File: src/rtl/n_serial_tx.sv
// n_serial_tx: parallel-in, serial-out framed transmitter.
//
// A word is taken with a valid/ready handshake, captured into a shift
// register, and sent on y as: start bit (0), n data bits LSB first,
// [even parity bit], stop bit (1). Each bit is held CLKS_PER_BIT cycles.
//
// Optional feature: define N_SERIAL_TX_PARITY_EN to insert a parity bit
// (XOR of the captured word) between the last data bit and the stop bit.
//
// Ports:
//   clk      rising-edge clock
//   reset    asynchronous, active-high reset
//   x        parallel word to transmit (n bits)
//   x_valid  x holds a word to send
//   x_ready  transmitter accepts a word this cycle (only when idle)
//   y        serial line, registered, idles high
//   busy     a frame is in progress
module n_serial_tx #(
    parameter int n            = 4,
    parameter int CLKS_PER_BIT = 4
) (
    input  logic         clk,
    input  logic         reset,
    input  logic [n-1:0] x,
    input  logic         x_valid,
    output logic         x_ready,
    output logic         y,
    output logic         busy
);

    localparam int CW = (CLKS_PER_BIT > 1) ? $clog2(CLKS_PER_BIT) : 1;
    localparam int BW = (n > 1) ? $clog2(n) : 1;

`ifdef N_SERIAL_TX_PARITY_EN
    typedef enum logic [2:0] {IDLE, START, DATA, PARITY, STOP} state_t;
`else
    typedef enum logic [2:0] {IDLE, START, DATA, STOP} state_t;
`endif

    state_t        state;
    logic [n-1:0]  sr;
    logic [n-1:0]  sr_nxt;
    logic [CW-1:0] cnt;
    logic [BW-1:0] bitcnt;
    logic          last;
`ifdef N_SERIAL_TX_PARITY_EN
    logic          par;
`endif

    // Bit period ends on the final cycle of the counter.
    assign last   = (cnt == CW'(CLKS_PER_BIT - 1));
    assign sr_nxt = sr >> 1;

    always_ff @(posedge clk or posedge reset) begin
        if (reset) begin
            state   <= IDLE;
            sr      <= '0;
            cnt     <= '0;
            bitcnt  <= '0;
            y       <= 1'b1;
            busy    <= 1'b0;
            x_ready <= 1'b1;
`ifdef N_SERIAL_TX_PARITY_EN
            par     <= 1'b0;
`endif
        end else begin
            case (state)
                IDLE: begin
                    if (x_valid && x_ready) begin
                        sr      <= x;
`ifdef N_SERIAL_TX_PARITY_EN
                        // Parity from the word as captured, not the shifting copy.
                        par     <= ^x;
`endif
                        cnt     <= '0;
                        bitcnt  <= '0;
                        state   <= START;
                        y       <= 1'b0;
                        busy    <= 1'b1;
                        x_ready <= 1'b0;
                    end
                end
                START: begin
                    if (last) begin
                        cnt   <= '0;
                        state <= DATA;
                        y     <= sr[0];
                    end else begin
                        cnt <= cnt + CW'(1);
                    end
                end
                DATA: begin
                    if (last) begin
                        cnt <= '0;
                        sr  <= sr_nxt;
                        if (bitcnt == BW'(n - 1)) begin
                            bitcnt <= '0;
`ifdef N_SERIAL_TX_PARITY_EN
                            state  <= PARITY;
                            y      <= par;
`else
                            state  <= STOP;
                            y      <= 1'b1;
`endif
                        end else begin
                            bitcnt <= bitcnt + BW'(1);
                            // Next data bit is bit 0 of the shifted word.
                            y      <= sr_nxt[0];
                        end
                    end else begin
                        cnt <= cnt + CW'(1);
                    end
                end
`ifdef N_SERIAL_TX_PARITY_EN
                PARITY: begin
                    if (last) begin
                        cnt   <= '0;
                        state <= STOP;
                        y     <= 1'b1;
                    end else begin
                        cnt <= cnt + CW'(1);
                    end
                end
`endif
                STOP: begin
                    if (last) begin
                        // Ready rises in the first idle cycle, giving exactly
                        // one idle-high cycle between back-to-back frames.
                        cnt     <= '0;
                        state   <= IDLE;
                        busy    <= 1'b0;
                        x_ready <= 1'b1;
                    end else begin
                        cnt <= cnt + CW'(1);
                    end
                end
                default: begin
                    state   <= IDLE;
                    y       <= 1'b1;
                    busy    <= 1'b0;
                    x_ready <= 1'b1;
                end
            endcase
        end
    end

endmodule

File: config.mk
export PLATFORM = sky130hd
export DESIGN_NAME = n_serial_tx
export DESIGN_NICKNAME = d
export VERILOG_FILES = /design/src/rtl/n_serial_tx.sv
export SDC_FILE = /design/constraint.sdc
export NUM_CORES = 1
export LEC_CHECK = 0
export CAP_MARGIN = 20
export CORE_ASPECT_RATIO = 0.9
export CORE_UTILIZATION = 52
export DETAILED_ROUTE_END_ITERATION = 10
export PLACE_DENSITY = 0.86
export RECOVER_POWER = 50
export SLEW_MARGIN = 5
export SYNTH_ARGS = -nofsm -noshare
export SYNTH_HDL_FRONTEND = slang
export SYNTH_SLANG_ARGS = --single-unit
File: constraint.sdc
create_clock -name clk -period 2.3 [get_ports clk]
set_clock_uncertainty 0.1 [all_clocks]
set_input_delay 0.46 -clock clk [delete_from_list [all_inputs] [get_ports clk]]
set_output_delay 0.46 -clock clk [all_outputs]
set_load 0.005 [all_outputs]
==> results.md, run 1 <==
- Outcome: finished, final reports clean
- Drt pass-1 iters: 4
- Storage cell area: approximately 330 µm²
- Port Buffers: 9
- Yosys top cell by area: dfrtp_1
- Synth-to-layout area growth: 16.17%
- Multi-input gate area: around 390 µm²
- First-pass GRT wire length: between 2 and 2.5 mm
- Detailed placement HPWL: about 930 µm
- Mean routed wirelength per cell: around 14 µm
- Crit share post-route: 0.8397
- Setup bufs post-CTS: 0
- Skew-Pair Late Insertion Delay: between 200 and 300 ps
- Cells after synthesis: between 60 and 70
- Drc violations: 0
- Largest net degree at the start of global routing: 14
- Total of warnings raised by yosys: 0
- Crit path max fanout: 4
- Top cell type's share of synthesized area: 0.3630
- Hold slack: roughly 410 ps
- Final ANT Viol Nets: 0
- Number of hold buffers added after CTS: 0
- Die height: 38.23 µm
- Die area: around 0.0016 mm²
- Number of flops mapped to enable cells by yosys: 0
- Synth Register Bits: 13
- Average via count per standard cell: 5.633
- 1st-iter DRT viols: 14
- Register area share after synthesis: 0.4323
- Initial core utilization: 0.5872
- HP Class: reg2reg
- Most used DFF post-synth: dfrtp_1
- Top delay family on crit path: flip-flops
- CORE AREA: around 0.0013 mm²
- Cell Area, Synth: roughly 760 µm²
- ANT cells: 0
- Tmin final: just under 2000 ps
- Critical Path Slowest Stage Cell: dfstp_2
- Reg clk slew, reported paths: roughly 80 ps
- Total Routing Usage GR: 0.1876
- Share of layout cells above drive strength 1: 0.2500
- Post_cts resized: 0
- Clock buffer depth: 2
- Antenna violations before repair: 0
- Cell chain of the critical path: clkdlybuf4s50_1
- RSZ-0062 raised after global routing: no
- Post-synthesis cell type count: 24
- Critical path class: reg2out
- Max-cap violation count: 0
- Syn nets: 77
- # rows: 12
- GRT overflow: 0
- Worst-case vdd ir drop: a little over 0.8 mV
- CP Data Arrival Time: 1370 ps
- Worst slew margin: 0.6741
- GP Congestion: ~0.66
- Drt total wl: between 1 and 1.5 mm
- Syn Area/Cell: 11.85 µm²
- FMAX: 0.5178 GHz
- Hold Fails Final Rpt: 0
- Setup-failing EPs final: 0
- Largest stage delay, worst path: 590 ps
- Num CTS Buffers: 3
- Die width: 42.25 µm
- P_leak: 0.3896 nW
- Setup TNS Final: 0 ps
- Hold Path Stages: 1
- DR vias: 507
- Slew @ Worst Pin: slightly below 500 ps
- I/O Pins: 10
- Startpoint types: register
- Critical Path RT: between 1500 and 2000 ps
- NumNets Final: 90
- CTS tree: done
- Fill cell count: 92
- Power Density: 1489 mW/mm²
- Final instance area: 880.8 µm²
- Root buffer cell: clkbuf_4
- Pins Over Slew Limit: 0
- Clock sink total: 13
- Top post-synthesis cells by area: dfrtp_1 (36%), mux2_2 (15%), ha_1 (9.9%)
- Vias in the first global route: around 500
- Critical path depth: 1
- Worst Setup End Kind: output port
- Async set-or-reset flop fraction in the synthesized netlist: 1.000
- Max H-tree Level: 1
- Crit path buf inv count: 1
- R2R depth: 5
- Post-DP Area: 854.6 µm²
[per-layer routing]
| layer | up-vias | wire length (µm) | GRT usage |
|---|---|---|---|
| li1 | 251 | - | - |
| met1 | 243 | 589 | 0.2401 |
| met2 | 9 | 566 | 0.2923 |
| met3 | 4 | 47 | 0.04245 |
| met4 | 0 | 35 | 0.1172 |
| met5 | - | 0 | 0 |
[where the power goes]
| part | switching [mW] | leakage (nW) | total, mW | internal [mW] |
|---|---|---|---|---|
| logic | 0.344 | 0.218 | 0.737 | 0.393 |
| clock network | 0.0795 | 0.0150 | 0.147 | 0.0673 |
| registers | 0.0749 | 0.156 | 0.428 | 0.353 |
| total | 0.498 | 0.390 | 1.31 | 0.814 |
[layout by cell type (no fill, tap or decap)]
| cell | n |
|---|---|
| o21bai_1 | 1 |
| clkdlybuf4s50_1 | 8 |
| o31ai_1 | 3 |
| nor2b_1 | 2 |
| a21boi_4 | 1 |
| mux2_2 | 10 |
| nor3_4 | 1 |
| nand2b_1 | 1 |
| a32o_1 | 1 |
| nor2b_4 | 1 |
| nand4bb_1 | 1 |
| nor2_1 | 2 |
| dfrtp_1 | 11 |
| nand2_1 | 4 |
| a21oi_1 | 1 |
| nor3_1 | 1 |
| o21ai_0 | 2 |
| ha_1 | 6 |
| clkbuf_4 | 3 |
| dlygate4sd3_1 | 1 |
| o32a_1 | 1 |
| a2111oi_2 | 1 |
| dfstp_2 | 2 |
| clkbuf_1 | 1 |
| inv_1 | 7 |
| o32ai_1 | 1 |
| nand3_1 | 2 |
[Yosys cell counts, types with 2 or more instances]
master and instances:
mux2_2 10, dfstp_2 2, dfrtp_1 11, inv_1 7
o21ai_0 2, nor2b_1 2, nor2_1 2, nand2_1 4
nand3_1 2, o31ai_1 3, ha_1 6
[cell type report]
| class | count | share of cell area |
|---|---|---|
| flip-flops and latches | 13 | 0.3722 |
| inverters | 7 | 0.02983 |
| multi-input cells | 43 | 0.4460 |
| repair buffers | 9 | 0.1023 |
| clock buffers | 4 | 0.02983 |
| well taps | 14 | 0.01989 |
[worst paths after layout]
check,endpoint,slack (ps),startpoint
worst max register to register,sr[0],390,state[0]
min in group asynchronous,state[1],530,reset
max in group asynchronous,y,1220,reset
worst min-delay path,busy,410,busy
worst min register to register,busy,410,busy
worst max-delay path,x_ready,370,x_ready
[registers in the layout (all words and copies together), names as in the netlist]
| name | cells |
|---|---|
| bitcnt | 2 |
| busy | 1 |
| cnt | 2 |
| sr | 4 |
| state | 2 |
| x_ready | 1 |
| y | 1 |
[stage by stage]
| stage | cells | setup slack (ps) | total power [mW] | util |
|---|---|---|---|---|
| finish | 90 | 368.6 | 1.312 | 0.6822 |
| global route | 90 | 257.5 | 1.414 | 0.6822 |
| CTS | 90 | 363.0 | 1.319 | 0.6822 |
| detailed placement | 86 | 240.4 | 1.173 | 0.6618 |
| global placement | 86 | 261.4 | 1.144 | 0.6618 |
| floorplan | 64 | 553.7 | 1.018 | - |
[cell families after synthesis]
family	share of synthesized area
AO/OA/AOI/OAI	0.1419
adder cells (fa/ha/maj)	0.09901
buffers and inverters	0.04951
AND/OR/NAND/NOR	0.1287
multiplexers	0.1485
flip-flops	0.4323
Note: power is estimated with default switching activity, not from simulation.
==> run 2: changes to the inputs <==
- clock period: 2.3 -> 1.85 ns (I/O delays scaled with it)
==> run 2 against run 1 <==
  * Global-route usage increased by 3.5 points
  * First-iteration DRC count decreased by 29%
  * Sequential power increased by 25%
  * Clock power increased by 18%
  * Count of clock-buffer cells in the layout unchanged
  * Cell count increased by 5.6%
  * Non-clock buffer count increased by 5
  * Sequential cell count unchanged
  * Worst hold slack improved by 4.4 ps
  * Design area increased by 4.8%
  * Critical path type unchanged
  * Largest cell class unchanged
  * Critical endpoint unchanged
  * Via count increased by 8.5%
  * Sequential share of layout area decreased by 1.7 points
==> results.md, run 2 (same netlist as run 1, synthesis figures left out) <==
- Crit share post-route: 0.9699
- Largest stage delay, worst path: 550 ps
- Antenna violations before repair: 0
- Crit path max fanout: 3
- Setup TNS Final: 0 ps
- CP Data Arrival Time: roughly 1300 ps
- Power Density: roughly 1900 mW/mm²
- Final ANT Viol Nets: 0
- Worst slew margin: 0.6760
- Clock sink total: 13
- First-pass GRT wire length: around 2.5 mm
- Tmin final: approximately 1800 ps
- I/O Pins: 10
- Share of layout cells above drive strength 1: 0.3210
- Slew @ Worst Pin: 485.4 ps
- Clock buffer depth: 2
- Port Buffers: 9
- FMAX: ~0.56 GHz
- Synth-to-layout area growth: 21.78%
- Mean routed wirelength per cell: ~15 µm
- Critical Path RT: around 1400 ps
- Startpoint types: register
- Drt total wl: approximately 1.4 mm
- Skew-Pair Late Insertion Delay: about 270 ps
- Pins Over Slew Limit: 0
- GR Util met1: 0.2689
- GP Congestion: around 0.78
- Number of flip-flops in the largest register: 4
- Commonest non-fill, non-tap cells in the layout: dfrtp_1 (11), mux2_2 (10), clkdlybuf4s50_1 (8)
- Drc violations: 0
- Largest net degree at the start of global routing: 14
- ANT cells: 0
- DR vias: between 500 and 600
- GR peak layer: met2
- Setup-failing EPs final: 0
- Max-cap violation count: 0
- Fill cell count: slightly above 90
- CORE AREA: around 0.0013 mm²
- # rows: 12
- Drt pass-1 iters: 4
- Detailed placement HPWL: 1.062 mm
- Reg clk slew, reported paths: ~70 ps
- Top delay family on crit path: flip-flops
- GRT met3 Usage: 0.07075
- Critical path class: reg2out
- Biggest register: sr
- Worst-case vdd ir drop: 0.9916 mV
- Average via count per standard cell: ~5.8
- Die height: 38.23 µm
- 1st-iter DRT viols: 10
- Crit path buf inv count: 1
- Total Routing Usage GR: 0.2228
- Hold Fails Final Rpt: 0
- Initial core utilization: 0.5872
- HP Class: reg2reg
- Max H-tree Level: 1
- CTS tree: done
- NumNets Final: 95
- Critical Path Slowest Stage Cell: dfstp_2
- Commonest non-fill, non-tap cell in the layout: dfrtp_1
- Vias in the first global route: about 550
- RSZ-0062 raised after global routing: no
- Overall Power: between 1.5 and 2 mW
- P_leak: 0.4114 nW
- Num CTS Buffers: 3
- Die width: 42.25 µm
- Worst Setup End Kind: output port
- Outcome: finished, final reports clean
- Die area: between 0.0015 and 0.002 mm²
- Root buffer cell: clkbuf_4
- Cell chain of the critical path: clkdlybuf4s50_1
- GRT overflow: 0
- GR Util met2: 0.3615
## run 2: worst paths after layout
check	start	end	slack, ps	cells past startpoint
worst min register to register	x_ready	x_ready	410	2
worst min-delay path	x_ready	x_ready	410	2
worst max register to register	state[0]	sr[3]	90	5
max in group asynchronous	reset	y	860	2
min in group asynchronous	reset	bitcnt[1]	440	2
worst max-delay path	x_ready	x_ready	60	1
## run 2: area by class of cell
| cell class | instances | area [µm²] | area share |
|---|---|---|---|
| timing repair buffer | 14 | 127.6 | 0.1382 |
| clock buffer | 4 | 26.28 | 0.02846 |
| tap | 14 | 17.52 | 0.01897 |
| multi-input combinational | 43 | 397.9 | 0.4309 |
| sequential | 13 | 327.8 | 0.3550 |
| inverter | 7 | 26.28 | 0.02846 |
## run 2: timing repair
| action | 4_1_cts | 5_1_grt |
|---|---|---|
| buffers inserted | 0 | 2 |
| hold buffers | 0 | 0 |
| setup endpoints to repair | 0 | 7 |
| resized for setup | 0 | 2 |
## run 2: where the power goes
part | switching [mW] | internal [mW] | leakage (nW)
clock | 0.0891 | 0.0837 | 0.0150
sequential | 0.0933 | 0.439 | 0.156
combinational | 0.472 | 0.572 | 0.240
## run 2: worst reg2reg max path, stage by stage (launching register included)
cell     delay, ps
dfrtp_1        410
inv_1           90
ha_2           210
nor2b_4        150
nor3_4         320
mux2_2         370
## run 2: routing by layer
layer / vias up / share of wire / routed length [µm]
met5: - / 0 / 0
met4: 0 / 0.029 / 40
met3: 6 / 0.041 / 57
met1: 267 / 0.46 / 640
met2: 12 / 0.47 / 649
li1: 265 / - / -
## run 2: metrics by stage
| stage | util | worst slack (ps) | hold slack [ps] | std cells | area, µm² |
|---|---|---|---|---|---|
| after floorplan | - | 103.7 | 145.5 | 64 | 758.2 |
| final | 0.7151 | 55.68 | 410.3 | 95 | 923.4 |
| after CTS | 0.6996 | 1.513 | 312.9 | 93 | 903.4 |
| after global routing | 0.7151 | 22.72 | 427.8 | 95 | 923.4 |
| after detailed placement | 0.6793 | -109.8 | 403.2 | 89 | 877.1 |
| after global placement | 0.6793 | -74.44 | 385.1 | 89 | 877.1 |
